File: config.mk
export PLATFORM = sky130hd
export DESIGN_NAME = ddr3_lanectrl_dly_seq
export DESIGN_NICKNAME = d
export VERILOG_FILES = /design/src/rtl/ddr3_lanectrl_dly_seq.sv
export SDC_FILE = /design/constraint.sdc
export NUM_CORES = 1
export LEC_CHECK = 0
export ABC_AREA = 1
export CAP_MARGIN = 20
export CORE_ASPECT_RATIO = 1.75
export CORE_MARGIN = 4
export CORE_UTILIZATION = 45
export CTS_BUF_LIST = sky130_fd_sc_hd__clkbuf_8
export DETAILED_ROUTE_END_ITERATION = 10
export PLACE_DENSITY = 0.7
export RECOVER_POWER = 100
export SLEW_MARGIN = 0
export SYNTH_ARGS = -nofsm -noshare
export SYNTH_HDL_FRONTEND = slang
export SYNTH_SLANG_ARGS = --single-unit
File: constraint.sdc
create_clock -name FAB_CLK -period 1.85 [get_ports FAB_CLK]
set_clock_uncertainty 0.15 [all_clocks]
set_input_delay 0.37 -clock FAB_CLK [delete_from_list [all_inputs] [get_ports FAB_CLK]]
set_output_delay 0.37 -clock FAB_CLK [all_outputs]
set_load 0.05 [all_outputs]
File: src/rtl/ddr3_lanectrl_dly_seq.sv
// ----------------------------------------------------------------------------
// ddr3_lanectrl_dly_seq
//
// Purpose:
//   Drives the LANECTRL delay-line control pins (SEL/LOAD/DIRECTION/MOVE) and
//   HS_IO_CLK_PAUSE on behalf of the DDR3 PHY training logic. One request is
//   taken at a time over a valid/ready handshake. A move request issues a
//   spaced train of MOVE pulses. It aborts early if the selected delay line
//   reports out-of-range. A load request brackets a single LOAD pulse with
//   HS_IO_CLK_PAUSE. Every request ends with a one-cycle DONE carrying STATUS
//   and TAPS_MOVED.
//
// Ports:
//   FAB_CLK, RESET              fabric clock, asynchronous active-high reset
//   REQ_VALID/REQ_READY         request handshake (READY high only when idle)
//   REQ_OP                      00 move, 01 load, 1x illegal
//   REQ_SEL/REQ_DIR/REQ_TAPS    delay line select, move direction, tap count
//   DONE/STATUS/TAPS_MOVED      completion pulse, 00 ok / 01 oor / 10 illegal,
//                               count of MOVE pulses issued
//   DELAY_LINE_*                control pins to LANECTRL
//   HS_IO_CLK_PAUSE             to LANECTRL pause synchroniser
//   RX/TX_DELAY_LINE_OUT_OF_RANGE  range flags from LANECTRL
// ----------------------------------------------------------------------------
module ddr3_lanectrl_dly_seq #(
  parameter int TAP_W      = 8,
  parameter int MOVE_GAP   = 4,
  parameter int PAUSE_LEAD = 2,
  parameter int PAUSE_LAG  = 2
) (
  input  logic             FAB_CLK,
  input  logic             RESET,
  input  logic             REQ_VALID,
  output logic             REQ_READY,
  input  logic [1:0]       REQ_OP,
  input  logic             REQ_SEL,
  input  logic             REQ_DIR,
  input  logic [TAP_W-1:0] REQ_TAPS,
  output logic             DONE,
  output logic [1:0]       STATUS,
  output logic [TAP_W-1:0] TAPS_MOVED,
  output logic             DELAY_LINE_SEL,
  output logic             DELAY_LINE_DIRECTION,
  output logic             DELAY_LINE_MOVE,
  output logic             DELAY_LINE_LOAD,
  output logic             HS_IO_CLK_PAUSE,
  input  logic             RX_DELAY_LINE_OUT_OF_RANGE,
  input  logic             TX_DELAY_LINE_OUT_OF_RANGE
);

  typedef enum logic [2:0] {
    S_IDLE, S_SETUP, S_MOVE, S_GAP, S_PAUSE_PRE, S_LOAD, S_PAUSE_POST, S_FIN
  } state_t;

  // A tap occupies one MOVE cycle plus MOVE_GAP-1 GAP cycles. r_cnt is 1 in
  // the first GAP cycle, so the last one is reached at MOVE_GAP-1.
  localparam logic [3:0]       GAP_LAST  = 4'(MOVE_GAP - 1);
  localparam logic [3:0]       LEAD_LAST = 4'(PAUSE_LEAD);
  localparam logic [3:0]       LAG_LAST  = 4'(PAUSE_LAG);
  localparam logic [TAP_W-1:0] ONE_TAP   = TAP_W'(1);

  localparam logic [1:0] ST_OK      = 2'b00;
  localparam logic [1:0] ST_OOR     = 2'b01;
  localparam logic [1:0] ST_ILLEGAL = 2'b10;

  state_t             r_state, w_state;
  logic [3:0]         r_cnt, w_cnt;
  logic [TAP_W-1:0]   r_moved, w_moved;
  logic [TAP_W-1:0]   r_taps, w_taps;
  logic               r_sel, w_sel;
  logic               r_dir, w_dir;
  logic [1:0]         r_status, w_status;
  logic [TAP_W-1:0]   r_taps_moved, w_taps_moved;
  logic               r_ready, r_done, r_move, r_load, r_pause;
  logic               w_oor;

  // Only the range flag of the delay line being moved may abort the move.
  assign w_oor = r_sel ? TX_DELAY_LINE_OUT_OF_RANGE : RX_DELAY_LINE_OUT_OF_RANGE;

  always_comb begin
    w_state      = r_state;
    w_cnt        = r_cnt;
    w_moved      = r_moved;
    w_taps       = r_taps;
    w_sel        = r_sel;
    w_dir        = r_dir;
    w_status     = r_status;
    w_taps_moved = r_taps_moved;
    unique case (r_state)
      S_IDLE: begin
        if (REQ_VALID) begin
          w_moved = '0;
          if (REQ_OP[1]) begin
            // Illegal op leaves every pin untouched, including SEL/DIR.
            w_state      = S_FIN;
            w_status     = ST_ILLEGAL;
            w_taps_moved = '0;
          end else begin
            w_sel  = REQ_SEL;
            w_dir  = REQ_DIR;
            w_taps = REQ_TAPS;
            if (REQ_OP[0]) begin
              w_state = S_PAUSE_PRE;
              w_cnt   = 4'd1;
            end else if (REQ_TAPS == '0) begin
              w_state      = S_FIN;
              w_status     = ST_OK;
              w_taps_moved = '0;
            end else begin
              w_state = S_SETUP;
            end
          end
        end
      end
      S_SETUP: begin
        w_state = S_MOVE;
        w_moved = r_moved + ONE_TAP;
      end
      S_MOVE: begin
        w_state = S_GAP;
        w_cnt   = 4'd1;
      end
      S_GAP: begin
        if (r_cnt == GAP_LAST) begin
          if (w_oor) begin
            w_state      = S_FIN;
            w_status     = ST_OOR;
            w_taps_moved = r_moved;
          end else if (r_moved == r_taps) begin
            w_state      = S_FIN;
            w_status     = ST_OK;
            w_taps_moved = r_moved;
          end else begin
            w_state = S_MOVE;
            w_moved = r_moved + ONE_TAP;
          end
        end else begin
          w_cnt = r_cnt + 4'd1;
        end
      end
      S_PAUSE_PRE: begin
        if (r_cnt == LEAD_LAST) w_state = S_LOAD;
        else                    w_cnt   = r_cnt + 4'd1;
      end
      S_LOAD: begin
        w_state = S_PAUSE_POST;
        w_cnt   = 4'd1;
      end
      S_PAUSE_POST: begin
        if (r_cnt == LAG_LAST) begin
          w_state      = S_FIN;
          w_status     = ST_OK;
          w_taps_moved = '0;
        end else begin
          w_cnt = r_cnt + 4'd1;
        end
      end
      S_FIN:   w_state = S_IDLE;
      default: w_state = S_IDLE;
    endcase
  end

  // Pin outputs are registered decodes of the next state, so each pin is
  // aligned with the state it belongs to and comes straight from a flop.
  always_ff @(posedge FAB_CLK or posedge RESET) begin
    if (RESET) begin
      r_state      <= S_IDLE;
      r_cnt        <= '0;
      r_moved      <= '0;
      r_taps       <= '0;
      r_sel        <= 1'b0;
      r_dir        <= 1'b0;
      r_status     <= '0;
      r_taps_moved <= '0;
      r_ready      <= 1'b1;
      r_done       <= 1'b0;
      r_move       <= 1'b0;
      r_load       <= 1'b0;
      r_pause      <= 1'b0;
    end else begin
      r_state      <= w_state;
      r_cnt        <= w_cnt;
      r_moved      <= w_moved;
      r_taps       <= w_taps;
      r_sel        <= w_sel;
      r_dir        <= w_dir;
      r_status     <= w_status;
      r_taps_moved <= w_taps_moved;
      r_ready      <= (w_state == S_IDLE);
      r_done       <= (w_state == S_FIN);
      r_move       <= (w_state == S_MOVE);
      r_load       <= (w_state == S_LOAD);
      r_pause      <= (w_state == S_PAUSE_PRE) || (w_state == S_LOAD) ||
                      (w_state == S_PAUSE_POST);
    end
  end

  assign REQ_READY            = r_ready;
  assign DONE                 = r_done;
  assign STATUS               = r_status;
  assign TAPS_MOVED           = r_taps_moved;
  assign DELAY_LINE_SEL       = r_sel;
  assign DELAY_LINE_DIRECTION = r_dir;
  assign DELAY_LINE_MOVE      = r_move;
  assign DELAY_LINE_LOAD      = r_load;
  assign HS_IO_CLK_PAUSE      = r_pause;

endmodule

Yosys cells after proc, flatten, opt, wreduce, memory -nomap -nowiden
Cells that the tools add are included.
W data, S select, Z words.
- bits in registers: 40
- bits of input ports: 17
- output and inout bits: 17
- logic and storage cells: 97
- add/subtract/negate cells: 2
- equal/unequal tests: 27
- mux-type cells: 40
- bitwise logic cells: 1
- reductions and logical operators: 14
- operator list (operator ; count):
    $mux W8 ; 12
    $pmux W8 S3 ; 2
    $mux W3 ; 9
    $eq A3 B3 Y1 const B ; 8
    $pmux W3 S8 ; 1
    $mux W4 ; 5
    $ne A2 B2 Y1 const B ; 9
    $mux W2 ; 8
    $pmux W4 S4 ; 1
    $eq A3 B2 Y1 const B ; 3
    $ne A3 B3 Y1 const B ; 3
    $add A8 B1 Y8 const B ; 1
    $eq A4 B2 Y1 const B ; 2
    $eq A8 B8 Y1 ; 1
    $logic_not A8 Y1 ; 1
    $reduce_and A7 Y1 ; 1
    $logic_not A3 Y1 ; 2
    $pmux W2 S3 ; 1
    $reduce_and A6 Y1 ; 1
    $reduce_bool A3 Y1 ; 2
    $reduce_and A5 Y1 ; 1
    $add A4 B1 Y4 const B ; 1
    $reduce_bool A4 Y1 ; 1
    $reduce_or A2 Y1 ; 2
    other kinds (5) ; 6

Longest topological paths before layout
Gate-level depths: netlist (run 1).
- depth after elaboration: 9
- gate-level depth with buffers: 12
- mapped depth without buffers: 11

Worst setup path after synthesis (run 1)
OpenSTA, ideal clock, no wires.
- path type: register -> register
- from: reg r_sel, in the netlist DELAY_LINE_SEL
- to: reg r_moved[6]
- setup time: 0.118 ns
- data arrival time: 1.511 ns
- required time: 1.582 ns
- setup slack: 0.071 ns
- cell stages (with the launch flop): 9
- buffers on the path: 1
- period minus slack after synthesis: 1.779 ns
- path through: dfrtp_1 -> o21ai_0 -> nand2_1 -> nand2_1 -> nor3_4 -> nand2_4 -> buf_6 -> nand2_1 -> nand2_1
- cells in the longest elaborated chain, start to end: 3
- RTL lines (element ; line ; text):
    start, declared ; 69 ; logic r_sel, w_sel;
    start signal, assigned ; 184 ; r_sel <= w_sel;
    $mux W1 ; 77 ; assign w_oor = r_sel ? TX_DELAY_LINE_OUT_OF_RANGE : RX_DELAY_LINE_OUT_OF_RANGE;
    $ne A2 B2 Y1 (no source line) ; - ;
    $reduce_and A5 Y1 (no source line) ; - ;
    end signal, assigned ; 182 ; r_moved <= w_moved;
    end, declared ; 67 ; logic [TAP_W-1:0] r_moved, w_moved;
No other way between the ends.
A chain may end at the register's enable or synchronous reset.

Final worst setup path (run 1)
- from: reg r_state[0]
- to: reg r_taps[3]
- cells in the longest elaborated chain, start to end: 2
- RTL lines (element ; line ; text):
    start, declared ; 65 ; state_t r_state, w_state;
    start signal, assigned ; 180 ; r_state <= w_state;
    $logic_not A3 Y1 ; 88 ; unique case (r_state)
    $reduce_and A3 Y1 (no source line) ; - ;
    end signal, assigned ; 183 ; r_taps <= w_taps;
    end, declared ; 68 ; logic [TAP_W-1:0] r_taps, w_taps;
No other way between the ends.

==> results of run 1 <==
[critical path: stages, from the launching register on]
cell and delay [ns]:
dfrtp_1 0.44, inv_4 0.13, nand3_2 0.14, nor2_1 0.17
nand2_1 0.06, clkbuf_2 0.22, mux2_2 0.31
[final timing paths]
| kind | from | to | slack [ns] | depth (start not counted) |
|---|---|---|---|---|
| max in group asynchronous | RESET | r_taps[7]$_DFFE_PP0P_ | 0.28 | 3 |
| setup / recovery | r_state[0]$_DFF_PP0_ | r_taps[3]$_DFFE_PP0P_ | 0.11 | 6 |
| setup reg to reg | r_state[0]$_DFF_PP0_ | r_taps[3]$_DFFE_PP0P_ | 0.11 | 6 |
| hold / removal | TAPS_MOVED[2]$_DFFE_PP0P_ | TAPS_MOVED[2]$_DFFE_PP0P_ | 0.33 | 2 |
| hold reg to reg | TAPS_MOVED[2]$_DFFE_PP0P_ | TAPS_MOVED[2]$_DFFE_PP0P_ | 0.33 | 2 |
| min in group asynchronous | RESET | r_state[0]$_DFF_PP0_ | 0.67 | 3 |
[cells by family after synthesis]
kind of cell,synth area share
simple gates,0.3423
buf+inv,0.08147
flops,0.4379
compound gates,0.05522
xor+xnor,0.04210
mux,0.02460
fa+ha+maj,0.01640
[sequential cells by signal, summed over array words and instances, names as in the netlist]
signal                cells
DELAY_LINE_DIRECTION      1
r_cnt                     4
r_state                   3
r_moved                   8
TAPS_MOVED                8
DELAY_LINE_SEL            1
DONE                      1
DELAY_LINE_MOVE           1
DELAY_LINE_LOAD           1
STATUS                    2
REQ_READY                 1
HS_IO_CLK_PAUSE           1
r_taps                    8
[synth_stat cells (all sizes together)]
master and number:
inv 34, nand3b 2, a21boi 1, nor3 5
xnor2 3, nand4 4, buf 7, ha 3
or2 1, xor2 8, nand3 24, nor4 1
nand2 93, o21ai 12, nor2 37, mux2 5
dfrtp 39, a21oi 8, dfstp 1
[timing repair]
| item | in CTS | in global routing |
|---|---|---|
| pin swaps | 0 | 1 |
| gates resized for setup | 1 | 6 |
| buffers inserted | 0 | 2 |
| cloned | 0 | 0 |
| endpoints found under the setup margin | 3 | 21 |
| hold buffers | 0 | 0 |
[layer usage]
layer,up-vias,share of wire,GRT usage
li1,1023,-,-
met1,912,0.40,0.2006
met2,33,0.55,0.3075
met3,8,0.029,0.02276
met4,0,0.023,0.07190
met5,-,0,0
[power groups by stage]
| stage | clock network [mW] | logic, mW | registers, mW |
|---|---|---|---|
| 6_report | 0.623 | 2.29 | 1.32 |
| 4_1_cts | 0.640 | 2.34 | 1.33 |
| 2_1_floorplan | 0 | 1.46 | 1.57 |
| 3_5_place_dp | 0 | 2.31 | 1.34 |
| 5_1_grt | 0.664 | 2.55 | 1.35 |
| 3_3_place_gp | 0 | 2.26 | 1.33 |
[cell type report]
class | count | area (um2)
timing repair buffer | 62 | 452.9
clock buffer | 7 | 96.34
multi-input combinational | 207 | 1115
sequential | 40 | 1002
fill | 467 | 2071
tap | 54 | 67.56
inverter | 34 | 130.1
==> run_results.csv, run 1 <==
group,metric,value,unit
floorplanning,start_util,0.4637,
routing,drt-total-wl,4945,um
critical_path,critPathLaunchType,"flop",
synth,syn_nets,308,
routing,drtIter0Drc,50,
routing,num_vias,1976,
cts,cts_buffers,5,
global_route,track_usage,0.1733,
synth,synth.yosys.seq_area_share,0.4379,
finish,final_common_cell,"nand2_1",
global_route,grt_max_degree,41,
pwr,total_power,4.232,mW
cts,clkTransAtPathRegs,0.08,ns
timing,rsz0062_at_grt,"yes",
pwr,p_sw_frac,0.4554,
timing,setup-tns-final,0,ns
finish,drive_gt1_frac,0.2286,
timing,slew_headroom,0.3529,
finish,area_growth,25.15,%
synth,postSynthCellCount,288,
floorplanning,dieArea,6335,um2
critical_path,cp.arrival,1.76,ns
critical_path,crit_required,1.87,ns
place,pre_cts_ws,-0.2335,ns
finish,final_util,0.5804,
synth,ys_seq_elements,40,
timing,max_freq,574.5,MHz
pwr,leakagePower,1.474,nW
min_path,hp-class,"flop to flop",
synth,syn_area_per_cell,7.946,um2
finish,stdcell_count,404,
routing,vias_per_cell,4.891,
finish,layout.nets,370,
run_status,status,"completed",
global_route,grt_overflow_total,0,
timing,finalCritPeriodShare,0.9409,
synth,synth_cell_types,32,
cts,cts_root_buf,"clkbuf_8",
critical_path,critical_path_peak_fanout,13,
cts,cts-htree-levels,2,
place,placed_area,2815,um2
synth,ys_warn_count,0,
floorplanning,row_count,34,
floorplanning,die_h,102.3,um
timing,setup_violations,0,
synth,synth.cell_area,2288,um2
finish,final_area,2864,um2
pwr,ir_drop,0.0009715,V
timing,finalHoldViolCount,0,
critical_path,critical_path.endpoint_type,"flop",
cts,clk_latency,0.29,ns
timing,worstMarginPinSlew,0.9706,ns
place,dp_cells,395,
pwr,switchingPower,1.927,mW
flow_run,cap_viol_max_count,0,
timing,report.final.slew_viol_count,0,
pwr,power_frac_clock,0.147,
timing,setup_slack,0.1093,ns
cts,clockBufferDepth,2,
pwr,p_int,2.305,mW
pwr,power_frac_comb,0.541,
critical_path,worstSetupPathType,"flop to flop",
place,numPortBuffers,33,
floorplanning,die_w,61.91,um
pwr,pwr-share-seq,0.312,
place,place.detailed.hpwl,3914,um
cts,cts_tree,"yes",
floorplanning,boundaryPins,34,
synth,synth_area_leader_cell,"dfrtp_1",
global_route,grt_pass1_wl,8176,um
finish,mostFrequentLayoutCells,"nand2_1 (79), dfrtp_1 (39), nor2_1 (32)",
routing,antenna_left,0,
finish,diodes,0,
place,gp_congestion,0.8371,
floorplanning,core_area,4935,um2
global_route,antenna_found_initial,0,
timing,fin_crit,1.741,ns
timing,whs,0.3316,ns
synth,yosysTopAreaCellShare,0.4265,
routing,wl_per_cell,12.24,um
routing,drc,0,
global_route,grt_pass1_vias,1890,
cts,clock_sinks,40,
synth,yosys-top-cells-area,"dfrtp_1 (43%), nand2_1 (13%), nor2_1 (5.4%)",
pwr,power.density,1477,nW/um2
routing,drtPass1Iterations,4,
Power figures use the tool's default switching activity.
==> inputs of run 2 (changes only) <==
Settings changed: CTS_CLUSTER_DIAMETER set to 50.
==> results of run 2 <==
The final DEF is identical to that of run 1; final timing and power are the same.
